### config.mk
export PLATFORM = sky130hd
export DESIGN_NAME = task_parser
export DESIGN_NICKNAME = d
export VERILOG_FILES = /design/src/rtl/task_parser.sv
export SDC_FILE = /design/constraint.sdc
export NUM_CORES = 1
export LEC_CHECK = 0
export CORE_AREA = 5 5 235 237
export DETAILED_ROUTE_END_ITERATION = 10
export DIE_AREA = 0 0 240 242
export DONT_BUFFER_PORTS = 1
export PLACE_DENSITY_LB_ADDON = 0.2
export SYNTH_ARGS = -nofsm -noshare
export SYNTH_HDL_FRONTEND = slang
export SYNTH_SLANG_ARGS = --single-unit
### constraint.sdc
create_clock -name clk -period 4.1 [get_ports clk]
set_input_delay 0.205 -clock clk [delete_from_list [all_inputs] [get_ports clk]]
set_output_delay 0.205 -clock clk [all_outputs]
set_load 0.05 [all_outputs]
### src/rtl/task_parser.sv
// Task front-end: parses opcode/length frames from an Avalon-ST sink, dispatches OUT tasks, returns one response word per task.
// Optional TASK_PARSER_ECHO_EN: response word carries {opcode[15:0], code[15:0]} instead of the bare code.
module task_parser #(
    parameter logic [31:0] OPCODE_OUT    = 32'h1,
    parameter logic [31:0] MAX_LEN_BYTES = 32'd64,
    parameter logic [31:0] WORD_TIMEOUT  = 32'd1000,
    parameter logic [31:0] RESP_TIMEOUT  = 32'd200000
) (
    input  logic        clk,
    input  logic        rst,
    output logic        asi_task_ready,
    input  logic        asi_task_valid,
    input  logic [31:0] asi_task_data,
    output logic        task_valid,
    output logic [31:0] len_bytes,
    output logic [31:0] out_strobe,
    input  logic        resp_valid,
    input  logic [31:0] resp,
    input  logic        aso_resp_ready,
    output logic        aso_resp_valid,
    output logic [31:0] aso_resp_data
);

    // Mirrors task_icd_pkg
    localparam logic [31:0] HEADER_WORDS   = 32'd2;
    localparam logic [31:0] TASK_VALID     = 32'h0000_00A0;
    localparam logic [31:0] HEADER_INVALID = 32'h0000_00E1;
    localparam logic [31:0] EXE_ERROR      = 32'h0000_00E2;

    typedef enum logic [2:0] {
        HDR_OP, HDR_LEN, PAYLOAD, DRAIN, DISPATCH, WAIT_RESP, SEND_RESP
    } state_t;

    state_t      state_q, state_d;
    logic [31:0] opcode_q, opcode_d;
    logic [31:0] len_q, len_d;
    logic [31:0] words_q, words_d;
    logic [31:0] strobe_q, strobe_d;
    logic        first_q, first_d;
    logic [31:0] idle_q, idle_d;
    logic [31:0] resp_cnt_q, resp_cnt_d;
    logic [31:0] code_q, code_d;
    logic [31:0] len_out_q, len_out_d;
    logic [31:0] strobe_out_q, strobe_out_d;
    logic        aso_valid_q, aso_valid_d;
    logic [31:0] aso_data_q, aso_data_d;

    logic        xfer;
    logic        len_bad;
    logic [31:0] payload_words;
    logic [31:0] resp_word;

    function automatic logic [31:0] sat_inc(input logic [31:0] v);
        return (v == 32'hFFFF_FFFF) ? v : v + 32'd1;
    endfunction

    assign asi_task_ready = (state_q == HDR_OP) || (state_q == HDR_LEN) ||
                            (state_q == PAYLOAD) || (state_q == DRAIN);
    assign xfer           = asi_task_valid & asi_task_ready;
    assign len_bad        = (asi_task_data[1:0] != 2'b00) || (asi_task_data < 32'd8) ||
                            (asi_task_data > MAX_LEN_BYTES);
    assign payload_words  = {2'b00, asi_task_data[31:2]} - HEADER_WORDS;

`ifdef TASK_PARSER_ECHO_EN
    assign resp_word = {opcode_q[15:0], code_q[15:0]};
`else
    assign resp_word = code_q;
`endif

    always_comb begin
        state_d      = state_q;
        opcode_d     = opcode_q;
        len_d        = len_q;
        words_d      = words_q;
        strobe_d     = strobe_q;
        first_d      = first_q;
        idle_d       = idle_q;
        resp_cnt_d   = resp_cnt_q;
        code_d       = code_q;
        len_out_d    = len_out_q;
        strobe_out_d = strobe_out_q;
        aso_valid_d  = aso_valid_q;
        aso_data_d   = aso_data_q;

        unique case (state_q)
            HDR_OP: begin
                idle_d = '0;
                if (xfer) begin
                    opcode_d = asi_task_data;
                    state_d  = HDR_LEN;
                end
            end
            HDR_LEN: begin
                if (xfer) begin
                    idle_d = '0;
                    len_d  = asi_task_data;
                    if (len_bad) begin
                        code_d  = HEADER_INVALID;
                        state_d = SEND_RESP;
                    end else if (payload_words == '0) begin
                        if (opcode_q == OPCODE_OUT) begin
                            len_out_d    = asi_task_data;
                            strobe_out_d = '0;
                            state_d      = DISPATCH;
                        end else begin
                            code_d  = HEADER_INVALID;
                            state_d = SEND_RESP;
                        end
                    end else begin
                        words_d = payload_words;
                        first_d = 1'b1;
                        state_d = (opcode_q == OPCODE_OUT) ? PAYLOAD : DRAIN;
                    end
                end else if (sat_inc(idle_q) >= WORD_TIMEOUT) begin
                    code_d  = EXE_ERROR;
                    state_d = SEND_RESP;
                end else begin
                    idle_d = sat_inc(idle_q);
                end
            end
            PAYLOAD, DRAIN: begin
                if (xfer) begin
                    idle_d  = '0;
                    first_d = 1'b0;
                    words_d = words_q - 32'd1;
                    if (first_q) begin
                        strobe_d = asi_task_data;
                    end
                    if (words_q == 32'd1) begin
                        if (state_q == PAYLOAD) begin
                            len_out_d    = len_q;
                            strobe_out_d = first_q ? asi_task_data : strobe_q;
                            state_d      = DISPATCH;
                        end else begin
                            code_d  = HEADER_INVALID;
                            state_d = SEND_RESP;
                        end
                    end
                end else if (sat_inc(idle_q) >= WORD_TIMEOUT) begin
                    code_d  = EXE_ERROR;
                    state_d = SEND_RESP;
                end else begin
                    idle_d = sat_inc(idle_q);
                end
            end
            DISPATCH: begin
                resp_cnt_d = '0;
                state_d    = WAIT_RESP;
            end
            WAIT_RESP: begin
                // A response arriving on the timeout cycle still wins
                if (resp_valid) begin
                    code_d  = resp;
                    state_d = SEND_RESP;
                end else if (sat_inc(resp_cnt_q) >= RESP_TIMEOUT) begin
                    code_d  = EXE_ERROR;
                    state_d = SEND_RESP;
                end else begin
                    resp_cnt_d = sat_inc(resp_cnt_q);
                end
            end
            SEND_RESP: begin
                if (!aso_valid_q) begin
                    aso_valid_d = 1'b1;
                    aso_data_d  = resp_word;
                end else if (aso_resp_ready) begin
                    aso_valid_d = 1'b0;
                    state_d     = HDR_OP;
                end
            end
            default: state_d = HDR_OP;
        endcase
    end

    always_ff @(posedge clk) begin
        if (rst) begin
            state_q      <= HDR_OP;
            opcode_q     <= '0;
            len_q        <= '0;
            words_q      <= '0;
            strobe_q     <= '0;
            first_q      <= 1'b0;
            idle_q       <= '0;
            resp_cnt_q   <= '0;
            code_q       <= '0;
            len_out_q    <= '0;
            strobe_out_q <= '0;
            aso_valid_q  <= 1'b0;
            aso_data_q   <= '0;
        end else begin
            state_q      <= state_d;
            opcode_q     <= opcode_d;
            len_q        <= len_d;
            words_q      <= words_d;
            strobe_q     <= strobe_d;
            first_q      <= first_d;
            idle_q       <= idle_d;
            resp_cnt_q   <= resp_cnt_d;
            code_q       <= code_d;
            len_out_q    <= len_out_d;
            strobe_out_q <= strobe_out_d;
            aso_valid_q  <= aso_valid_d;
            aso_data_q   <= aso_data_d;
        end
    end

    assign task_valid     = (state_q == DISPATCH);
    assign len_bytes      = len_out_q;
    assign out_strobe     = strobe_out_q;
    assign aso_resp_valid = aso_valid_q;
    assign aso_resp_data  = aso_data_q;

endmodule

==> impl_metrics.json, run 1 <==
{
  "status": "complete, no violations",
  "rows": 85,
  "seq_area_frac_synth": 0.4151,
  "synthesis.nets": 2076,
  "numPortBuffers": 0,
  "grt_use_total": 0.1824,
  "hp-class": "in2reg",
  "ioPinCount": 168,
  "cts_buffer_depth": 3,
  "clock-root-buffer": "clkbuf_16",
  "slew_viol_final": 0,
  "final_cell_mix": "nand2_1, dfxtp_1, nor2_1, a21oi_1, dlygate4sd3_1",
  "cts_tree": "built",
  "cts_max_level": 2,
  "grt_overflow": 0,
  "period_share": 0.9282,
  "final_util": 0.3528,
  "place.gp.congestion": 0.8804,
  "ant_nets": 0,
  "drive_gt1_frac": 0.06923,
  "global_route.usage.met1": 0.2664,
  "gr-max-usage-layer": "met2",
  "routed-via-count": 14792,
  "slowest_stage": "dlygate4sd3_1",
  "ir_worst_vdd_uv": 287.9,
  "start_util": 0.2954,
  "setup_tns_ps": 0,
  "cpPeakStageDelay_ps": 560,
  "yosys_warnings": 0,
  "worst_pin_slew_ps": 1138,
  "antenna_found_initial": 5,
  "crit_fanout": 19,
  "fmax_mhz": 262.8,
  "first_global_vias": 13754,
  "cts_sinks": 325,
  "synthDistinctLibCells": 77,
  "crit_path_start": "resp_cnt_q[21]$_SDFFE_PP0P_",
  "ys.flop_type": "dfxtp_1",
  "clock_latency_ps": 570,
  "die_x_microns": 240,
  "hold_viol_final": 0,
  "finalNetCount": 2098,
  "synth_cells": 2002,
  "post-route-min-period_ps": 3806,
  "wl_microns": 55260,
  "powerDensity_nw_per_um2": 448.4,
  "grt_pass1_wl_microns": 85150,
  "hold_ws_ps": 42.88,
  "hpwl_microns": 34240,
  "post_drt_wl_per_cell_microns": 20.11,
  "setup_viol": 0,
  "final_common_cell": "nand2_1",
  "use_met2": 0.2723,
  "cp_cell_sequence": "nand4_1 > buf_4 > nor4_1 > buf_4 > a21oi_1 > o32a_1 > o22ai_1 > a22oi_2 > or3_1 > buf_4 > nand3_1 > a21oi_1 > dlygate4sd3_1",
  "clkTransAtPathRegs_ps": 60,
  "drtPass1Iterations": 5,
  "synth.avg_cell_area_sq_um": 7.830,
  "cap_violations": 0,
  "worst_ep_arrival_time_ps": 4240,
  "dieHeight_microns": 242,
  "netlist_area_sq_um": 15680,
  "viasPerCell": 5.383,
  "async_reset_ff_frac": 0,
  "cp-start-kind": "flip-flop",
  "final.setup_skew_ps": 30.33,
  "core_area_sq_um": 53070,
  "syn_to_final_growth_pct": 19.45,
  "min_from": "asi_task_data[16]",
  "cpMostUsedCell": "buf_4",
  "cts_buffers": 39,
  "grt_util_met3": 0.04770,
  "ys_seq_elements": 325,
  "critical_path_required_ps": 4540,
  "p_leak_uw": 0.006158,
  "die_area_sq_um": 58080,
  "crit_type": "reg2reg",
  "grt_start_max_net_pins": 226,
  "worstReg2RegStart": "resp_cnt_q[21]$_SDFFE_PP0P_",
  "worst_setup_path_end_kind": "flip-flop",
  "drt_iter0_markers": 1335,
  "maxSlewHeadroom": 0.2392,
  "drcViolationCount": 0,
  "synth_edf_count": 0
}
[registers in the layout, summed over array words and instances (netlist names)]
signal	cells
aso_resp_data	32
aso_resp_valid	1
code_q	32
first_q	1
idle_q	32
len_bytes	32
len_q	32
opcode_q	32
out_strobe	32
resp_cnt_q	32
state_q	3
strobe_q	32
words_q	32
[cells in the mapped netlist (9+ instances only)]
library cell | instances | area share
a211oi_1 | 29 | 0.014
a21oi_1 | 170 | 0.054
a22oi_1 | 19 | 0.0091
a311oi_1 | 38 | 0.021
a31oi_1 | 21 | 0.0084
a32o_1 | 27 | 0.017
and2_1 | 41 | 0.016
and3_1 | 14 | 0.0056
and4_1 | 14 | 0.0078
buf_2 | 16 | 0.0051
clkbuf_1 | 137 | 0.033
dfxtp_1 | 325 | 0.42
inv_1 | 20 | 0.0048
mux2i_1 | 74 | 0.047
nand2_1 | 361 | 0.086
nand3_1 | 65 | 0.021
nand3b_1 | 13 | 0.0062
nand4_1 | 45 | 0.018
nor2_1 | 208 | 0.050
nor2b_1 | 9 | 0.0036
nor3_1 | 57 | 0.018
nor4_1 | 33 | 0.013
o211ai_1 | 11 | 0.0053
o21a_1 | 12 | 0.0057
o21ai_0 | 64 | 0.020
o32ai_1 | 10 | 0.0056
or2_2 | 12 | 0.0048
or3_1 | 13 | 0.0052
or4_1 | 11 | 0.0053
xnor2_1 | 22 | 0.012
xor2_1 | 14 | 0.0078
[power breakdown]
group | internal (uW) | leakage [uW] | switching [uW] | total, uW
combinational | 390 | 0.00287 | 848 | 1240
sequential | 3300 | 0.00263 | 189 | 3480
clock | 2260 | 0.000654 | 1420 | 3670
total | 5940 | 0.00616 | 2450 | 8400
[routing by layer]
layer / wire, microns / vias up
met5: 0 / -
met4: 922 / 0
met3: 4089 / 64
li1: - / 7200
met2: 23930 / 454
met1: 26320 / 7074
[through the flow]
| stage | instances | cell area, sq um | setup WS, ps | total power [uW] |
|---|---|---|---|---|
| 6_report | 2748 | 18720 | 294.4 | 8395 |
| 5_1_grt | 2747 | 18720 | -6.256 | 8774 |
| 4_1_cts | 2746 | 18690 | 196.0 | 8496 |
| 3_5_place_dp | 2573 | 16260 | 352.1 | 4630 |
| 3_3_place_gp | 2573 | 16260 | 349.9 | 4614 |
| 2_1_floorplan | 2002 | 15680 | 539.5 | 4363 |
[worst max-delay path, delay by kind of cell (launching register included)]
| family | cells | cell delay [ps] |
|---|---|---|
| simple gates | 4 | 1140 |
| compound gates | 5 | 860 |
| flops | 1 | 420 |
| buf+inv | 4 | 1250 |
[path summary, 6_finish.rpt]
path                                    endpoint  slack, ps  cells past startpoint
setup reg to reg     resp_cnt_q[14]$_SDFFE_PP0P_        290                     13
hold reg to reg   aso_resp_data[13]$_SDFFE_PP0P_        450                      2
hold / removal          words_q[14]$_SDFFE_PP0P_         40                      4
setup / recovery     resp_cnt_q[14]$_SDFFE_PP0P_        290                     13
[kinds of logic after synthesis]
logic type,Yosys count,synth area share
AND/OR/NAND/NOR,929,0.2787
AO/OA/AOI/OAI,447,0.1865
flip-flops,325,0.4151
buffers and inverters,184,0.04685
multiplexers,76,0.04869
XOR/XNOR,36,0.02011
adder cells (fa/ha/maj),5,0.003991
[repair_timing]
action | 4_1_cts | 5_1_grt
buffers inserted | 0 | 1
setup endpoints to repair | 0 | 3
hold buffers | 105 | 0
hold endpoints to repair | 286 | 0
gates resized for setup | 0 | 5
[layout make-up]
class | count | area [sq um]
fill | 5412 | 34350
multi-input combinational | 1493 | 8497
sequential | 325 | 6509
timing repair buffer | 144 | 1421
clock buffer | 53 | 1100
tap | 696 | 870.8
clock inverter | 15 | 245.2
inverter | 21 | 78.83
antenna | 1 | 2.502
(Power assumes the default switching activity.)
==> inputs of run 2 (changes only) <==
ABC_AREA = 1   (was default)
CORE_AREA = 5 5 243 245   (was 5 5 235 237)
DIE_AREA = 0 0 248 250   (was 0 0 240 242)
==> impl_metrics.json, run 2 <==
{
  "post_drt_wl_per_cell_microns": 17.17,
  "ant_nets": 0,
  "clock-root-buffer": "clkbuf_16",
  "ys_seq_elements": 325,
  "worst_pin_slew_ps": 1210,
  "seq_area_frac_synth": 0.3866,
  "synthesis.nets": 2556,
  "cp-start-kind": "input port",
  "synth_cells": 2482,
  "clock_latency_ps": 590,
  "syn_to_final_growth_pct": 16.53,
  "die_area_sq_um": 62000,
  "numPortBuffers": 0,
  "setup_tns_ps": 0,
  "synth_common_cells": "nand2_1, nor2_1, dfxtp_1, o21ai_0, a21oi_1",
  "cts_max_level": 2,
  "fmax_mhz": 263.2,
  "final.setup_skew_ps": 32.47,
  "global_route.usage.met1": 0.2536,
  "viasPerCell": 4.940,
  "nFillCells": 6154,
  "post-route-min-period_ps": 3800,
  "critical_path_required_ps": 4570,
  "hold_viol_final": 0,
  "maxSlewHeadroom": 0.1915,
  "first_global_vias": 15491,
  "grt_overflow": 0,
  "rows": 88,
  "rsz0062_at_grt": "no",
  "routed-via-count": 16287,
  "netlist_area_sq_um": 16830,
  "final_common_cell": "nand2_1",
  "antenna_found_initial": 1,
  "ir_worst_vdd_uv": 359.3,
  "cap_violations": 0,
  "hp-class": "in2reg",
  "final_cell_mix": "nand2_1, nor2_1, dfxtp_1, o21ai_0, a21oi_1",
  "gr-max-usage-layer": "met2",
  "p_leak_uw": 0.007423,
  "worst_setup_path_end_kind": "flip-flop",
  "slew_viol_final": 0,
  "wl_microns": 56590,
  "synth_top_area_frac": 0.3866,
  "synth_edf_count": 0,
  "synth.area.top_cells": "dfxtp_1, nand2_1, nor2_1, o21ai_0, a21oi_1",
  "synthDistinctLibCells": 48,
  "use_met2": 0.2670,
  "async_reset_ff_frac": 0,
  "cts_buffer_depth": 3,
  "drt_iter0_markers": 1157,
  "status": "complete, no violations",
  "grt_start_max_net_pins": 177,
  "setup_viol": 0,
  "dpl_cell_area_sq_um": 17450,
  "start_util": 0.2956,
  "place.gp.congestion": 0.8974,
  "crit_type": "in2reg",
  "cts_sinks": 325,
  "clkTransAtPathRegs_ps": 60,
  "r2r_setup_slack_ps": 470,
  "cts_tree": "built",
  "finalNetCount": 2571,
  "period_share": 0.9269,
  "yosys_warnings": 0,
  "crit_fanout": 128,
  "grt_use_total": 0.1770,
  "worst_ep_arrival_time_ps": 4270,
  "synthMostInstantiatedCell": "nand2_1",
  "ys.flop_type": "dfxtp_1",
  "synth_largest_area_cell": "dfxtp_1",
  "drtPass1Iterations": 7,
  "grt_pass1_wl_microns": 88910,
  "hpwl_microns": 39040,
  "ioPinCount": 168,
  "dieHeight_microns": 250,
  "powerDensity_nw_per_um2": 598.7,
  "stdcell_area_sq_um": 19610,
  "drive_gt1_frac": 0.09573,
  "grt_util_met3": 0.04380,
  "cts_buffers": 41,
  "drcViolationCount": 0,
  "synth.avg_cell_area_sq_um": 6.780,
  "die_x_microns": 248,
  "core_area_sq_um": 56920
}
## run 2: per-layer routing
layer	wire, microns	vias to the layer above
li1	-	8147
met1	26680	7609
met2	24580	454
met3	4155	77
met4	1177	0
met5	0	-
## run 2: stage by stage
step           total power [uW]  worst slack (ps)  hold slack, ps  utilization  instances
6_report                  11740             299.9           28.33       0.3445       3297
5_1_grt                   12480             54.55           70.41       0.3443       3294
4_1_cts                   11870             432.5           10.83       0.3443       3293
3_5_place_dp               7909             877.1           295.1       0.3066       3148
3_3_place_gp               7879             887.1           293.7       0.3066       3148
2_1_floorplan              7172              1610           353.1            -       2482
## run 2: path summary, 6_finish.rpt
kind | from | end | cells past startpoint
max | asi_task_data[4] | len_bytes[13]$_SDFFE_PP0P_ | 20
min | resp_valid | code_q[7]$_SDFFE_PP0P_ | 3
max reg2reg | words_q[27]$_SDFFE_PP0P_ | len_bytes[13]$_SDFFE_PP0P_ | 10
min reg2reg | code_q[2]$_SDFFE_PP0P_ | code_q[2]$_SDFFE_PP0P_ | 2
## run 2: critical path, cell delays in order
cell	delay, ps
dlygate4sd3_1	580
inv_1	180
ha_1	240
nand2_1	170
nor2_4	320
nand2_2	130
nand2_1	80
nand2_1	60
nor2_1	100
nand3_1	70
nor2_1	160
nand2_1	80
nor2_2	150
nand3_1	170
o21ai_1	250
nand2_4	70
buf_12	190
nor2_1	250
a211oi_2	50
dlygate4sd3_1	600
## run 2: repair_timing
action                    CTS  global route
setup buffers               0             0
gates resized for setup     0             0
hold endpoints to repair  253             0
hold buffers               71             0
## run 2: layout make-up
class                      instances  area [sq um]  share of cell area
antenna                            4         10.01           0.0005105
clock buffer                      59          1204             0.06138
clock inverter                    15         216.5             0.01104
inverter                         226         850.8             0.04339
multi-input combinational       1810          8932              0.4555
sequential                       325          6507              0.3319
tap                              765         957.2             0.04881
timing repair buffer              93         930.9             0.04747
## run 2: cell families (layout without fill, tap and decap cells)
kind of cell	Yosys count	after routing	share of synthesized area
AND/OR/NAND/NOR	1186	1186	0.2994
AO/OA/AOI/OAI	567	567	0.1988
buffers and inverters	347	393	0.08432
flip-flops	325	325	0.3866
XOR/XNOR	51	51	0.02654
adder cells (fa/ha/maj)	5	5	0.003718
multiplexers	1	1	0.0005949
other	0	4	0
## run 2: power breakdown
group	leakage, uW	total, uW	switching [uW]	internal (uW)
clock	0.000693	3770	1520	2260
combinational	0.00409	3100	2060	1040
sequential	0.00264	4870	1160	3710
total	0.00742	11700	4740	7000
==> inputs of run 3 (changes only) <==
--- a/config.mk
+++ b/config.mk
@@ -12,4 +12,5 @@
 export DONT_BUFFER_PORTS = 1
 export PLACE_DENSITY_LB_ADDON = 0.2
+export SETUP_SLACK_MARGIN = 0.1
 export SYNTH_ARGS = -nofsm -noshare
 export SYNTH_HDL_FRONTEND = slang
==> constraint.sdc (replaced) <==
create_clock -name clk -period 4.1 [get_ports clk]
set_input_delay 0.82 -clock clk [delete_from_list [all_inputs] [get_ports clk]]
set_output_delay 0.82 -clock clk [all_outputs]
set_load 0.05 [all_outputs]
==> impl_metrics.json, run 3 (synthesis results as in run 2) <==
{
  "final_cell_mix": "nand2_1, nor2_1, dfxtp_1, o21ai_0, a21oi_1",
  "nFillCells": 6212,
  "crit_type": "reg2reg",
  "wl_met2_microns": 24130,
  "slowest_stage": "nand2_2",
  "cts_sinks": 325,
  "cp-start-kind": "flip-flop",
  "grt_use_total": 0.1717,
  "dieHeight_microns": 250,
  "cpMostUsedCell": "nand2_2",
  "cts_buffer_depth": 3,
  "dpl_cell_area_sq_um": 17520,
  "worst_ep_arrival_time_ps": 4000,
  "cts_max_level": 2,
  "grt_start_max_net_pins": 181,
  "cp_top_family": "simple AND/OR/NAND/NOR gates",
  "cpPeakStageDelay_ps": 490,
  "grt_pass1_wl_microns": 86220,
  "wirelength_met1_microns": 26060,
  "setup_viol": 0,
  "first_global_vias": 14837,
  "hold_viol_final": 0,
  "seq_area_sq_um": 6507,
  "antenna_found_initial": 1,
  "clock-root-buffer": "clkbuf_16",
  "critical_path_required_ps": 4500,
  "wl_microns": 54930,
  "start_util": 0.2956,
  "status": "complete, no violations",
  "final_common_cell": "nand2_1",
  "syn_to_final_growth_pct": 12.35,
  "place.gp.congestion": 0.9246,
  "post_drt_wl_per_cell_microns": 17.02,
  "ant_nets": 0,
  "post-cts-setup-buffers": 0,
  "antenna-diode-count": 0,
  "cts_buffers": 40,
  "drcViolationCount": 0,
  "core_area_sq_um": 56920,
  "drtPass1Iterations": 8,
  "rsz0062_at_grt": "no",
  "setup_tns_ps": 0,
  "hold_ws_ps": 341.4,
  "maxSlewHeadroom": 0.2097,
  "rows": 88,
  "critPathBufInv": 3,
  "grt_overflow": 0,
  "cts_tree": "built",
  "powerDensity_nw_per_um2": 616.6,
  "fmax_mhz": 277.5,
  "slew_viol_final": 0,
  "clock_latency_ps": 570,
  "ioPinCount": 168,
  "wl_met3_microns": 3838,
  "cp_cell_sequence": "ha_1 > inv_2 > nor2_4 > nand2_2 > nor2_4 > nand2_2 > nand3_1 > nor2_1 > nand3_1 > nor2_1 > and2_4 > nand2_2 > nand2_1 > nand2_2 > inv_2 > buf_4 > nor3_1",
  "routed-via-count": 15955,
  "total_power_uw": 11660,
  "final.setup_skew_ps": 31.50,
  "hpwl_microns": 39620,
  "cts_resized": 0,
  "worst_setup_path_end_kind": "flip-flop",
  "crit_fanout": 32,
  "clkTransAtPathRegs_ps": 60,
  "period_share": 0.8788,
  "die_area_sq_um": 62000,
  "highest_layer": "met5",
  "hp-class": "in2reg",
  "p_leak_uw": 0.007147,
  "multi_input_area_sq_um": 8932,
  "post-route-min-period_ps": 3603,
  "ctsHoldBuffers": 0,
  "die_x_microns": 248,
  "drive_gt1_frac": 0.09988,
  "numPortBuffers": 0,
  "drt_iter0_markers": 1356,
  "worst_pin_slew_ps": 1183,
  "stdcell_area_sq_um": 18910,
  "viasPerCell": 4.943,
  "ir_worst_vdd_uv": 404.8,
  "finalNetCount": 2508,
  "cap_violations": 0
}
-- run 3: worst paths after layout --
| kind | startpoint | to | depth (start not counted) | slack (ps) |
|---|---|---|---|---|
| min | rst | len_bytes[19]$_SDFFE_PP0P_ | 1 | 340 |
| min reg2reg | strobe_q[27]$_SDFFE_PP0P_ | strobe_q[27]$_SDFFE_PP0P_ | 1 | 460 |
| max | idle_q[0]$_SDFFE_PP0P_ | idle_q[28]$_SDFFE_PP0P_ | 17 | 500 |
| max reg2reg | idle_q[0]$_SDFFE_PP0P_ | idle_q[28]$_SDFFE_PP0P_ | 17 | 500 |
-- run 3: layout make-up --
cell class | instances | area share
multi-input combinational | 1810 | 0.4725
clock buffer | 57 | 0.06228
inverter | 226 | 0.04500
sequential | 325 | 0.3442
clock inverter | 14 | 0.01112
timing repair buffer | 31 | 0.01430
tap | 765 | 0.05063
-- run 3: routing by layer --
metal | track usage | up-vias
li1 | - | 8008
met1 | 0.2459 | 7465
met2 | 0.2641 | 421
met3 | 0.04059 | 59
met4 | 0.03456 | 2
met5 | 0 | -
-- run 3: power breakdown --
part           switching [uW]  internal, uW  leakage [uW]
Combinational            2070          1010       0.00382
Sequential               1130          3710       0.00264
Clock                    1420          2310      0.000687
Total                    4630          7030       0.00715
-- run 3: metrics by stage --
| step | worst slack [ps] | std cells | util |
|---|---|---|---|
| finish | 496.8 | 3228 | 0.3321 |
| global route | 160.0 | 3228 | 0.3321 |
| CTS | 472.3 | 3228 | 0.3321 |
| detailed placement | 483.7 | 3157 | 0.3077 |
| global placement | 463.1 | 3157 | 0.3077 |
| floorplan | 1196 | 2482 | - |
